[src/rtl/knn_buf_pkg.sv]
// Shared types and defaults for the partial-KNN local buffer controller.
package knn_buf_pkg;
    localparam int DATA_W_DEF = 256;
    localparam int ADDR_W_DEF = 11;

    localparam logic MODE_LOAD = 1'b0;
    localparam logic MODE_SCAN = 1'b1;

    typedef enum logic [1:0] {IDLE, LOAD, SCAN, DONE} state_t;
endpackage

[src/rtl/knn_buf_out_fifo.sv]
// First-word fall-through FIFO: a push into an empty FIFO is visible at the head in the same cycle.
// Caller must keep push within capacity (credit-tracked upstream); pop is ignored when nothing is available.
module knn_buf_out_fifo #(
    parameter int DATA_W = 256,
    parameter int DEPTH  = 3,
    localparam int PTR_W = (DEPTH > 1) ? $clog2(DEPTH) : 1,
    localparam int CNT_W = $clog2(DEPTH + 1)
) (
    input  logic              clk,
    input  logic              rst_n,
    input  logic              push,
    input  logic [DATA_W-1:0] push_data,
    input  logic              pop,
    output logic [DATA_W-1:0] pop_data,
    output logic [CNT_W-1:0]  count,
    output logic              empty
);
    logic [DATA_W-1:0] mem [DEPTH];
    logic [PTR_W-1:0]  wr_ptr;
    logic [PTR_W-1:0]  rd_ptr;
    logic              store;
    logic              from_mem;

    function automatic logic [PTR_W-1:0] next_ptr(input logic [PTR_W-1:0] p);
        return (p == PTR_W'(DEPTH - 1)) ? '0 : p + PTR_W'(1);
    endfunction

    assign empty    = (count == '0);
    // A word pushed and popped in the same cycle while empty bypasses storage.
    assign from_mem = pop && !empty;
    assign store    = push && !(pop && empty);
    assign pop_data = empty ? push_data : mem[rd_ptr];

    always_ff @(posedge clk or negedge rst_n) begin
        if (!rst_n) begin
            wr_ptr <= '0;
            rd_ptr <= '0;
            count  <= '0;
        end else begin
            if (store)    wr_ptr <= next_ptr(wr_ptr);
            if (from_mem) rd_ptr <= next_ptr(rd_ptr);
            count <= count + CNT_W'(store) - CNT_W'(from_mem);
        end
    end

    always_ff @(posedge clk) begin
        if (store) mem[wr_ptr] <= push_data;
    end
endmodule

[src/rtl/knn_local_buf_ctrl.sv]
// LOAD/SCAN controller for one single-port local buffer; LOAD writes per beat with zero latency, SCAN first word MEM_LAT+1 after the command.
// SCAN reads are credit-limited against the output FIFO, so out_ready low stalls issue without loss.
module knn_local_buf_ctrl
    import knn_buf_pkg::*;
#(
    parameter int DATA_W  = DATA_W_DEF,
    parameter int ADDR_W  = ADDR_W_DEF,
    parameter int DEPTH   = 2 ** ADDR_W,
    parameter int MEM_LAT = 1,
    parameter int FIFO_D  = MEM_LAT + 2
) (
    input  logic              clk,
    input  logic              reset,
    input  logic              cmd_valid,
    output logic              cmd_ready,
    input  logic              cmd_mode,
    input  logic [ADDR_W:0]   cmd_len,
    output logic              done,
    input  logic [DATA_W-1:0] in_data,
    input  logic              in_valid,
    output logic              in_ready,
    output logic [DATA_W-1:0] out_data,
    output logic              out_valid,
    input  logic              out_ready,
    output logic              out_last,
    output logic [ADDR_W-1:0] mem_address0,
    output logic              mem_ce0,
    output logic              mem_we0,
    output logic [DATA_W-1:0] mem_d0,
    input  logic [DATA_W-1:0] mem_q0
);
    localparam int LEN_W  = ADDR_W + 1;
    localparam int FCNT_W = $clog2(FIFO_D + 1);
    localparam int CR_W   = FCNT_W + 1;

    state_t             state, nstate;
    logic [LEN_W-1:0]   len_q, wr_cnt, rd_issued, rd_popped;
    logic [MEM_LAT-1:0] vld_sr;
    logic [CR_W-1:0]    inflight;
    logic [FCNT_W-1:0]  fifo_count;
    logic               fifo_empty, fifo_push, issue, pop, len_ok;

    always_comb begin
        inflight = '0;
        for (int i = 0; i < MEM_LAT; i++) inflight = inflight + CR_W'(vld_sr[i]);
    end

    // Counting in-flight reads as FIFO occupancy means every issued read has a slot waiting.
    assign issue     = (state == SCAN) && (rd_issued < len_q)
                       && ((inflight + CR_W'(fifo_count)) < CR_W'(FIFO_D));
    assign fifo_push = vld_sr[MEM_LAT-1];
    assign out_valid = (state == SCAN) && (!fifo_empty || fifo_push);
    assign out_last  = out_valid && (rd_popped == len_q - LEN_W'(1));
    assign pop       = out_valid && out_ready;
    assign len_ok    = (cmd_len != '0) && (cmd_len <= LEN_W'(DEPTH));

    always_comb begin
        nstate       = state;
        cmd_ready    = 1'b0;
        in_ready     = 1'b0;
        done         = 1'b0;
        mem_ce0      = 1'b0;
        mem_we0      = 1'b0;
        mem_address0 = '0;
        mem_d0       = '0;
        case (state)
            IDLE: begin
                cmd_ready = 1'b1;
                if (cmd_valid) begin
                    if (!len_ok)                    nstate = DONE;
                    else if (cmd_mode == MODE_LOAD) nstate = LOAD;
                    else                            nstate = SCAN;
                end
            end
            LOAD: begin
                in_ready = 1'b1;
                if (in_valid) begin
                    mem_ce0      = 1'b1;
                    mem_we0      = 1'b1;
                    mem_address0 = wr_cnt[ADDR_W-1:0];
                    mem_d0       = in_data;
                    if (wr_cnt == len_q - LEN_W'(1)) nstate = DONE;
                end
            end
            SCAN: begin
                if (issue) begin
                    mem_ce0      = 1'b1;
                    mem_address0 = rd_issued[ADDR_W-1:0];
                end
                if (pop && out_last) nstate = DONE;
            end
            DONE: begin
                done   = 1'b1;
                nstate = IDLE;
            end
            default: nstate = IDLE;
        endcase
    end

    always_ff @(posedge clk or negedge reset) begin
        if (!reset) begin
            state     <= IDLE;
            len_q     <= '0;
            wr_cnt    <= '0;
            rd_issued <= '0;
            rd_popped <= '0;
            vld_sr    <= '0;
        end else begin
            state     <= nstate;
            vld_sr[0] <= issue;
            for (int i = 1; i < MEM_LAT; i++) vld_sr[i] <= vld_sr[i-1];
            if (state == IDLE && cmd_valid) begin
                len_q     <= cmd_len;
                wr_cnt    <= '0;
                rd_issued <= '0;
                rd_popped <= '0;
            end else begin
                if (state == LOAD && in_valid) wr_cnt <= wr_cnt + LEN_W'(1);
                if (issue)                     rd_issued <= rd_issued + LEN_W'(1);
                if (pop)                       rd_popped <= rd_popped + LEN_W'(1);
            end
        end
    end

    knn_buf_out_fifo #(
        .DATA_W (DATA_W),
        .DEPTH  (FIFO_D)
    ) u_out_fifo (
        .clk       (clk),
        .rst_n     (reset),
        .push      (fifo_push),
        .push_data (mem_q0),
        .pop       (pop),
        .pop_data  (out_data),
        .count     (fifo_count),
        .empty     (fifo_empty)
    );
endmodule

[config.mk]
export PLATFORM = sky130hd
export DESIGN_NAME = knn_local_buf_ctrl
export DESIGN_NICKNAME = d
export VERILOG_FILES = /design/src/rtl/knn_buf_pkg.sv /design/src/rtl/knn_buf_out_fifo.sv /design/src/rtl/knn_local_buf_ctrl.sv
export SDC_FILE = /design/constraint.sdc
export NUM_CORES = 1
export LEC_CHECK = 0
export ABC_AREA = 0
export CAP_MARGIN = 20
export CORE_AREA = 10 10 400 402
export DETAILED_ROUTE_END_ITERATION = 10
export DIE_AREA = 0 0 410 412
export GPL_ROUTABILITY_DRIVEN = 0
export PLACE_DENSITY_LB_ADDON = 0.12
export RECOVER_POWER = 50
export SLEW_MARGIN = 20
export SYNTH_ARGS = -nofsm -noshare
export SYNTH_HDL_FRONTEND = slang
export SYNTH_SLANG_ARGS = --single-unit
[constraint.sdc]
create_clock -name clk -period 32.7 [get_ports clk]
set_clock_uncertainty 0.1 [all_clocks]
set_input_delay 3.27 -clock clk [delete_from_list [all_inputs] [get_ports clk]]
set_output_delay 3.27 -clock clk [all_outputs]
set_load 0.05 [all_outputs]
==> results of run 1 <==
-- stage by stage --
stage,power [mW],utilization [%],cells,area [µm²]
4_1_cts,5.61,34.4,6029,52200
3_3_place_gp,4.51,32.4,5847,49000
5_1_grt,5.78,34.5,6078,52300
3_5_place_dp,4.51,32.4,5847,49000
2_1_floorplan,3.40,-,2949,36400
6_report,5.51,34.5,6089,52300
-- metal layers --
| layer | wire (µm) | GRT usage (%) | part of all wire [%] | vias up |
|---|---|---|---|---|
| li1 | - | - | - | 12900 |
| met1 | 59200 | 19.1 | 34 | 13300 |
| met2 | 91900 | 35.9 | 53 | 930 |
| met3 | 12300 | 6.36 | 7.1 | 438 |
| met4 | 9620 | 11.3 | 5.5 | 92 |
| met5 | 575 | 0 | 0.33 | - |
-- report_power, final --
part           internal (mW)  switching [mW]
Clock                  0.617           0.455
Sequential              1.32          0.0896
Combinational          0.894            2.13
-- synth_stat cells, drive strengths merged, types with 3 or more instances --
cell / count / share of area, %
dfrtp: 57 / 3.9
o21a: 3 / 0.062
o2111ai: 3 / 0.072
nor2: 287 / 3.0
xor2: 19 / 0.46
edfxtp: 768 / 63
a31o: 3 / 0.072
nand4: 16 / 0.27
nor3b: 4 / 0.11
nand3: 13 / 0.18
a211oi: 4 / 0.082
a31oi: 6 / 0.10
inv: 27 / 0.28
o21ai: 290 / 4.0
and3: 264 / 4.5
a22o: 11 / 0.26
mux2i: 260 / 7.1
nand2: 300 / 3.1
nor3: 9 / 0.15
nor4: 6 / 0.16
a21oi: 275 / 3.8
ha: 23 / 0.79
a21o: 8 / 0.16
and4: 3 / 0.072
buf: 38 / 0.46
or3: 7 / 0.12
xnor2: 31 / 0.75
and2: 7 / 0.12
clkbuf: 183 / 1.9
-- worst max-delay path, stage by stage --
cell,delay [ns]
dlygate4sd3_1,0.55
nand2_1,0.17
o21ai_0,0.29
nor3b_1,0.34
clkbuf_1,5.70
-- sequential cells by signal (all words and copies together), names as in the netlist --
register,flops
u_out_fifo.mem,768
len_q,12
rd_issued,12
rd_popped,12
wr_cnt,12
state,2
u_out_fifo.count,2
u_out_fifo.rd_ptr,2
u_out_fifo.wr_ptr,2
fifo_push,1
-- kinds of logic (layout without fill, tap and decap cells) --
| logic type | count (synthesis) | in the layout | share of synthesized area, % |
|---|---|---|---|
| buffers and inverters | 248 | 1298 | 2.63 |
| adders and majority gates | 23 | 23 | 0.790 |
| AOI/OAI and AO/OA | 616 | 616 | 8.90 |
| other | 0 | 60 | 0 |
| DFF | 825 | 825 | 67.3 |
| and+or+nand+nor | 925 | 925 | 12.0 |
| muxes | 262 | 262 | 7.21 |
| xor gates and xnor gates | 50 | 50 | 1.20 |
-- final timing paths --
check | from | to | slack [ns] | cells after the start
worst min-delay path | rd_issued[11]$_DFFE_PN0P_ | rd_issued[11]$_DFFE_PN0P_ | 0.44 | 2
worst max-delay path | out_ready | u_out_fifo.mem[2][158]$_DFFE_PP_ | 21.96 | 5
max in group asynchronous | reset | u_out_fifo.rd_ptr[1]$_DFFE_PN0P_ | 26.07 | 2
worst max register to register | state[0]$_DFFE_PN0P_ | u_out_fifo.mem[2][158]$_DFFE_PP_ | 24.02 | 7
worst min register to register | rd_issued[11]$_DFFE_PN0P_ | rd_issued[11]$_DFFE_PN0P_ | 0.44 | 2
min in group asynchronous | reset | rd_popped[2]$_DFFE_PN0P_ | 3.86 | 2
-- cell usage in the layout (no fill, tap or decap), types with 60 or more instances in the layout --
cell type and n:
nor2_1 285, and3_1 264, nand2_1 300, dlygate4sd3_1 258, mux2i_1 260, o21ai_0 288
diode_2 60, clkdlybuf4s50_1 799, a21oi_1 275, clkbuf_16 97, edfxtp_1 768
-- area by class of cell --
cell class,instances,share of cell area [%]
repair buffers,1089,20.8
flip-flops and latches,825,46.9
clock buffers,124,4.86
diodes,60,0.287
inverters,27,0.194
well taps,2030,4.86
clock inverters,58,1.15
multi-input cells,1876,21.0
==> flow_metrics.py, run 1 <==
metrics = {
    "status": {
        "outcome": "complete, but fails checks",
        "violations": "capacitance limit, slew limit",
    },
    "cts": {
        "cts-root-buf": "clkbuf_16",
        "insertion_delay_ns": 0.70,
        "post_cts_resized": 0,
        "cts_buffer_depth": 3,
        "clock-sinks": 825,
        "ctsHoldBuffers": 0,
        "path_clk_slew_ns": 0.06,
        "cts_tree": "done",
        "cts_buffers": 97,
        "cts_max_level": 3,
        "cts_setup_buffers": 0,
    },
    "detailed_routing": {
        "drc_errors": 0,
        "vias": 27600,
        "antenna_left": 0,
        "drt_iter0_markers": 1674,
        "dr.pass1.iters": 5,
        "via_per_inst": 4.53,
        "wl_per_cell_um": 28.5,
        "route.final.wire_length_mm": 174,
    },
    "placement": {
        "pre_cts_slack_ns": 23.45,
        "port_buffers": 1059,
        "dp_hpwl_mm": 131,
    },
    "finish": {
        "syn2layout_area_growth_pct": 43.6,
        "final_net_count": 4469,
        "nFillCells": 15200,
        "drive_above_1_share_pct": 4.53,
        "layout.area.seq_um2": 24500,
        "multi_input_area_um2": 11000,
    },
    "pwr": {
        "ir_worst_vdd_v": 0.0000820,
        "power_density_nw_per_um2": 105,
        "p_leak_nw": 18.9,
    },
    "floorplan": {
        "ios": 1060,
        "die_w_um": 410,
        "row_count": 143,
        "dieArea_um2": 169000,
        "die_h_um": 412,
        "coreArea_um2": 152000,
        "start_util_pct": 24.0,
    },
    "timing": {
        "setup_tns_ns": 0,
        "rsz0062_at_grt": "false",
        "worst_slack_ns": 21.96,
        "worstMarginPinSlew_ns": 8.44,
        "final_max_slew_viol_count": 457,
        "max_freq_mhz": 93.1,
        "hold_violations": 0,
        "hold_slack_ns": 0.439,
        "fin_crit_ns": 10.74,
        "setup_violations": 0,
        "slew_headroom_pct": -463,
        "timing.final.crit_share_pct": 32.8,
    },
    "synthesis": {
        "avgSynthCellArea_um2": 12.3,
        "yosysWarnings": 0,
        "ys_ff_latch": 825,
        "netlist_instances": 2949,
        "postSynthNetCount": 3502,
        "syn_area_um2": 36400,
        "synth-main-ff-cell": "edfxtp_1",
        "synth_edf_count": 768,
        "synth-async-reset-ratio_pct": 6.91,
        "synth.distinct_cells": 57,
        "seq_area_frac_synth_pct": 67.3,
    },
    "grt": {
        "grt_pass1_vias": 27200,
        "grtUsageTotal_pct": 19.5,
        "grt_pass1_wl_mm": 233,
        "grt_max_degree": 195,
        "antenna_found_initial": 164,
        "grt-ovfl-total": 0,
    },
    "setup_path": {
        "crit_type": "in2reg",
        "crit_required_ns": 32.61,
        "end_kind": "flip-flop",
        "cp_data_arrival_time_ns": 10.65,
        "worstPathMaxFanout": 122,
        "cp-start-kind": "primary input",
    },
    "job": {
        "cap_viol_max_count": 7,
    },
    "hold_path": {
        "hp-class": "reg2reg",
    },
}
Note: power is estimated with default switching activity, not from simulation.
==> run 2: changes to the inputs <==
--- a/config.mk
+++ b/config.mk
@@ -7,9 +7,9 @@
 export LEC_CHECK = 0
 export ABC_AREA = 0
 export CAP_MARGIN = 20
-export CORE_AREA = 10 10 400 402
+export CORE_AREA = 10 10 403 405
 export DETAILED_ROUTE_END_ITERATION = 10
-export DIE_AREA = 0 0 410 412
+export DIE_AREA = 0 0 413 415
 export GPL_ROUTABILITY_DRIVEN = 0
 export PLACE_DENSITY_LB_ADDON = 0.12
 export RECOVER_POWER = 50
==> constraint.sdc (replaced) <==
create_clock -name clk -period 9.14 [get_ports clk]
set_clock_uncertainty 0.1 [all_clocks]
set_input_delay 0.914 -clock clk [delete_from_list [all_inputs] [get_ports clk]]
set_output_delay 0.914 -clock clk [all_outputs]
set_load 0.05 [all_outputs]
==> flow_metrics.py, run 2 (synthesized netlist as in run 1, its figures left out) <==
metrics = {
    "placement": {
        "place_area_um2": 49100,
        "dp_hpwl_mm": 128,
        "port_buffers": 1059,
    },
    "cts": {
        "path_clk_slew_ns": 0.06,
        "cts_tree": "done",
        "cts-root-buf": "clkbuf_16",
        "cts_buffers": 99,
        "cts_buffer_depth": 3,
        "clock-sinks": 825,
        "post_cts_resized": 0,
        "insertion_delay_ns": 0.71,
        "cts_setup_buffers": 0,
        "ctsHoldBuffers": 0,
        "cts_max_level": 3,
    },
    "timing": {
        "timing.final.crit_share_pct": 73.9,
        "max_freq_mhz": 148,
        "hold_violations": 0,
        "rsz0062_at_grt": "false",
        "setup_violations": 0,
        "setup_tns_ns": 0,
        "fin_crit_ns": 6.76,
        "final_max_slew_viol_count": 442,
        "worstMarginPinSlew_ns": 4.15,
        "slew_headroom_pct": -177,
    },
    "floorplan": {
        "dieArea_um2": 171000,
        "ios": 1060,
        "start_util_pct": 23.7,
        "row_count": 144,
        "die_h_um": 415,
        "coreArea_um2": 154000,
        "die_w_um": 413,
    },
    "setup_path": {
        "regToRegStartpoint": "state[0]$_DFFE_PN0P_",
        "path_cells": "inv_1, ha_1, clkbuf_1, and2_0, o21a_1, clkdlybuf4s50_1",
        "worstPathMaxFanout": 63,
        "cp_data_arrival_time_ns": 5.74,
        "rrSetupSlack_ns": 2.68,
        "crit_buf_inv": 3,
        "path_delay_family": "buffers and inverters",
        "path_depth": 6,
        "cp-start-kind": "flip-flop",
        "crit_type": "reg2out",
        "slowest_delay_ns": 1.58,
        "r2r_end": "u_out_fifo.mem[0][167]$_DFFE_PP_",
        "worst_path_max_delay_cell": "clkbuf_1",
        "crit_required_ns": 8.13,
        "end_kind": "output port",
        "r2r_cells": 8,
    },
    "grt": {
        "grt_max_degree": 195,
        "grtUsageTotal_pct": 19.1,
        "antenna_found_initial": 131,
        "grt_pass1_vias": 26700,
        "grt_pass1_wl_mm": 231,
        "grt-ovfl-total": 0,
    },
    "finish": {
        "drive_above_1_share_pct": 4.66,
        "final_cell_mix": "799 x clkdlybuf4s50_1, 768 x edfxtp_1, 300 x nand2_1, 288 x o21ai_0, 285 x nor2_1",
        "final_common_cell": "clkdlybuf4s50_1",
        "final_util_pct": 34.1,
        "top_register": "u_out_fifo.mem",
        "final_area_um2": 52400,
        "syn2layout_area_growth_pct": 44.0,
        "largest_reg_flops": 768,
        "final_net_count": 4465,
    },
    "hold_path": {
        "hold_end": "wr_cnt[11]$_DFFE_PN0P_",
        "hp-class": "reg2reg",
        "min_path_cells": 2,
        "min_from": "wr_cnt[11]$_DFFE_PN0P_",
    },
    "status": {
        "outcome": "complete, but fails checks",
        "violations": "capacitance limit, slew limit",
    },
    "pwr": {
        "switching_share_pct": 48.4,
        "power_density_nw_per_um2": 378,
        "ir_worst_vdd_v": 0.000291,
        "p_seq_share_pct": 25.1,
        "p_leak_nw": 19.0,
        "internal-power_mw": 10.2,
        "p_comb_share_pct": 54.8,
        "p_sw_mw": 9.59,
        "clkPwrFrac_pct": 20.1,
    },
    "detailed_routing": {
        "via_per_inst": 4.49,
        "drc_errors": 0,
        "route.final.wire_length_mm": 173,
        "wl_per_cell_um": 28.4,
        "dr.pass1.iters": 5,
        "antenna_left": 0,
        "vias": 27300,
        "drt_iter0_markers": 1515,
    },
    "job": {
        "cap_viol_max_count": 6,
    },
}
run 2: metal layers:
layer	up-vias	track usage [%]	wire length, µm
met4	72	7.88	6850
met3	379	6.37	13400
met1	13100	19.5	60800
met5	-	0	444
met2	927	35.3	91000
li1	12800	-	-
run 2: final cells by class:
class | count | area (µm²)
diodes | 40 | 100
repair buffers | 1083 | 10900
clock buffers | 113 | 2550
fillers | 15400 | 101000
inverters | 27 | 101
well taps | 2044 | 2560
clock inverters | 70 | 754
flip-flops and latches | 825 | 24500
multi-input cells | 1876 | 11000
run 2: stage by stage:
step	setup WS [ns]	hold WS, ns	instances	total power [mW]
after global placement	4.33	0.450	5854	16.1
final	2.38	0.474	6078	19.8
after detailed placement	4.46	0.454	5854	16.1
after floorplan	0.608	0.386	2949	12.0
after global routing	2.00	0.517	6063	20.8
after CTS	3.63	0.262	6037	20.2
run 2: power groups by stage:
stage	registers, mW	clock network, mW	logic [mW]
after floorplan	4.94	0	7.03
after global placement	5.03	0	11.1
after detailed placement	5.03	0	11.1
after CTS	4.96	4.12	11.1
after global routing	5.02	4.26	11.5
final	4.97	3.98	10.9
run 2: how the worst max path moves through the flow:
| stage | end | start |
|---|---|---|
| 2_1_floorplan | u_out_fifo.mem[2][0]$_DFFE_PP_ | u_out_fifo.count[0]$_DFF_PN0_ |
| 3_3_place_gp | out_data[24] | u_out_fifo.rd_ptr[0]$_DFFE_PN0P_ |
| 3_5_place_dp | out_data[87] | u_out_fifo.rd_ptr[0]$_DFFE_PN0P_ |
| 4_1_cts | out_data[87] | u_out_fifo.rd_ptr[0]$_DFFE_PN0P_ |
| 5_1_grt | mem_ce0 | state[1]$_DFFE_PN0P_ |
| 6_report | mem_ce0 | state[1]$_DFFE_PN0P_ |
run 2: worst min-delay path: stages, from the launching register on:
cell and delay [ns]:
dfrtp_1 0.37, xor2_1 0.09, nor2_1 0.08
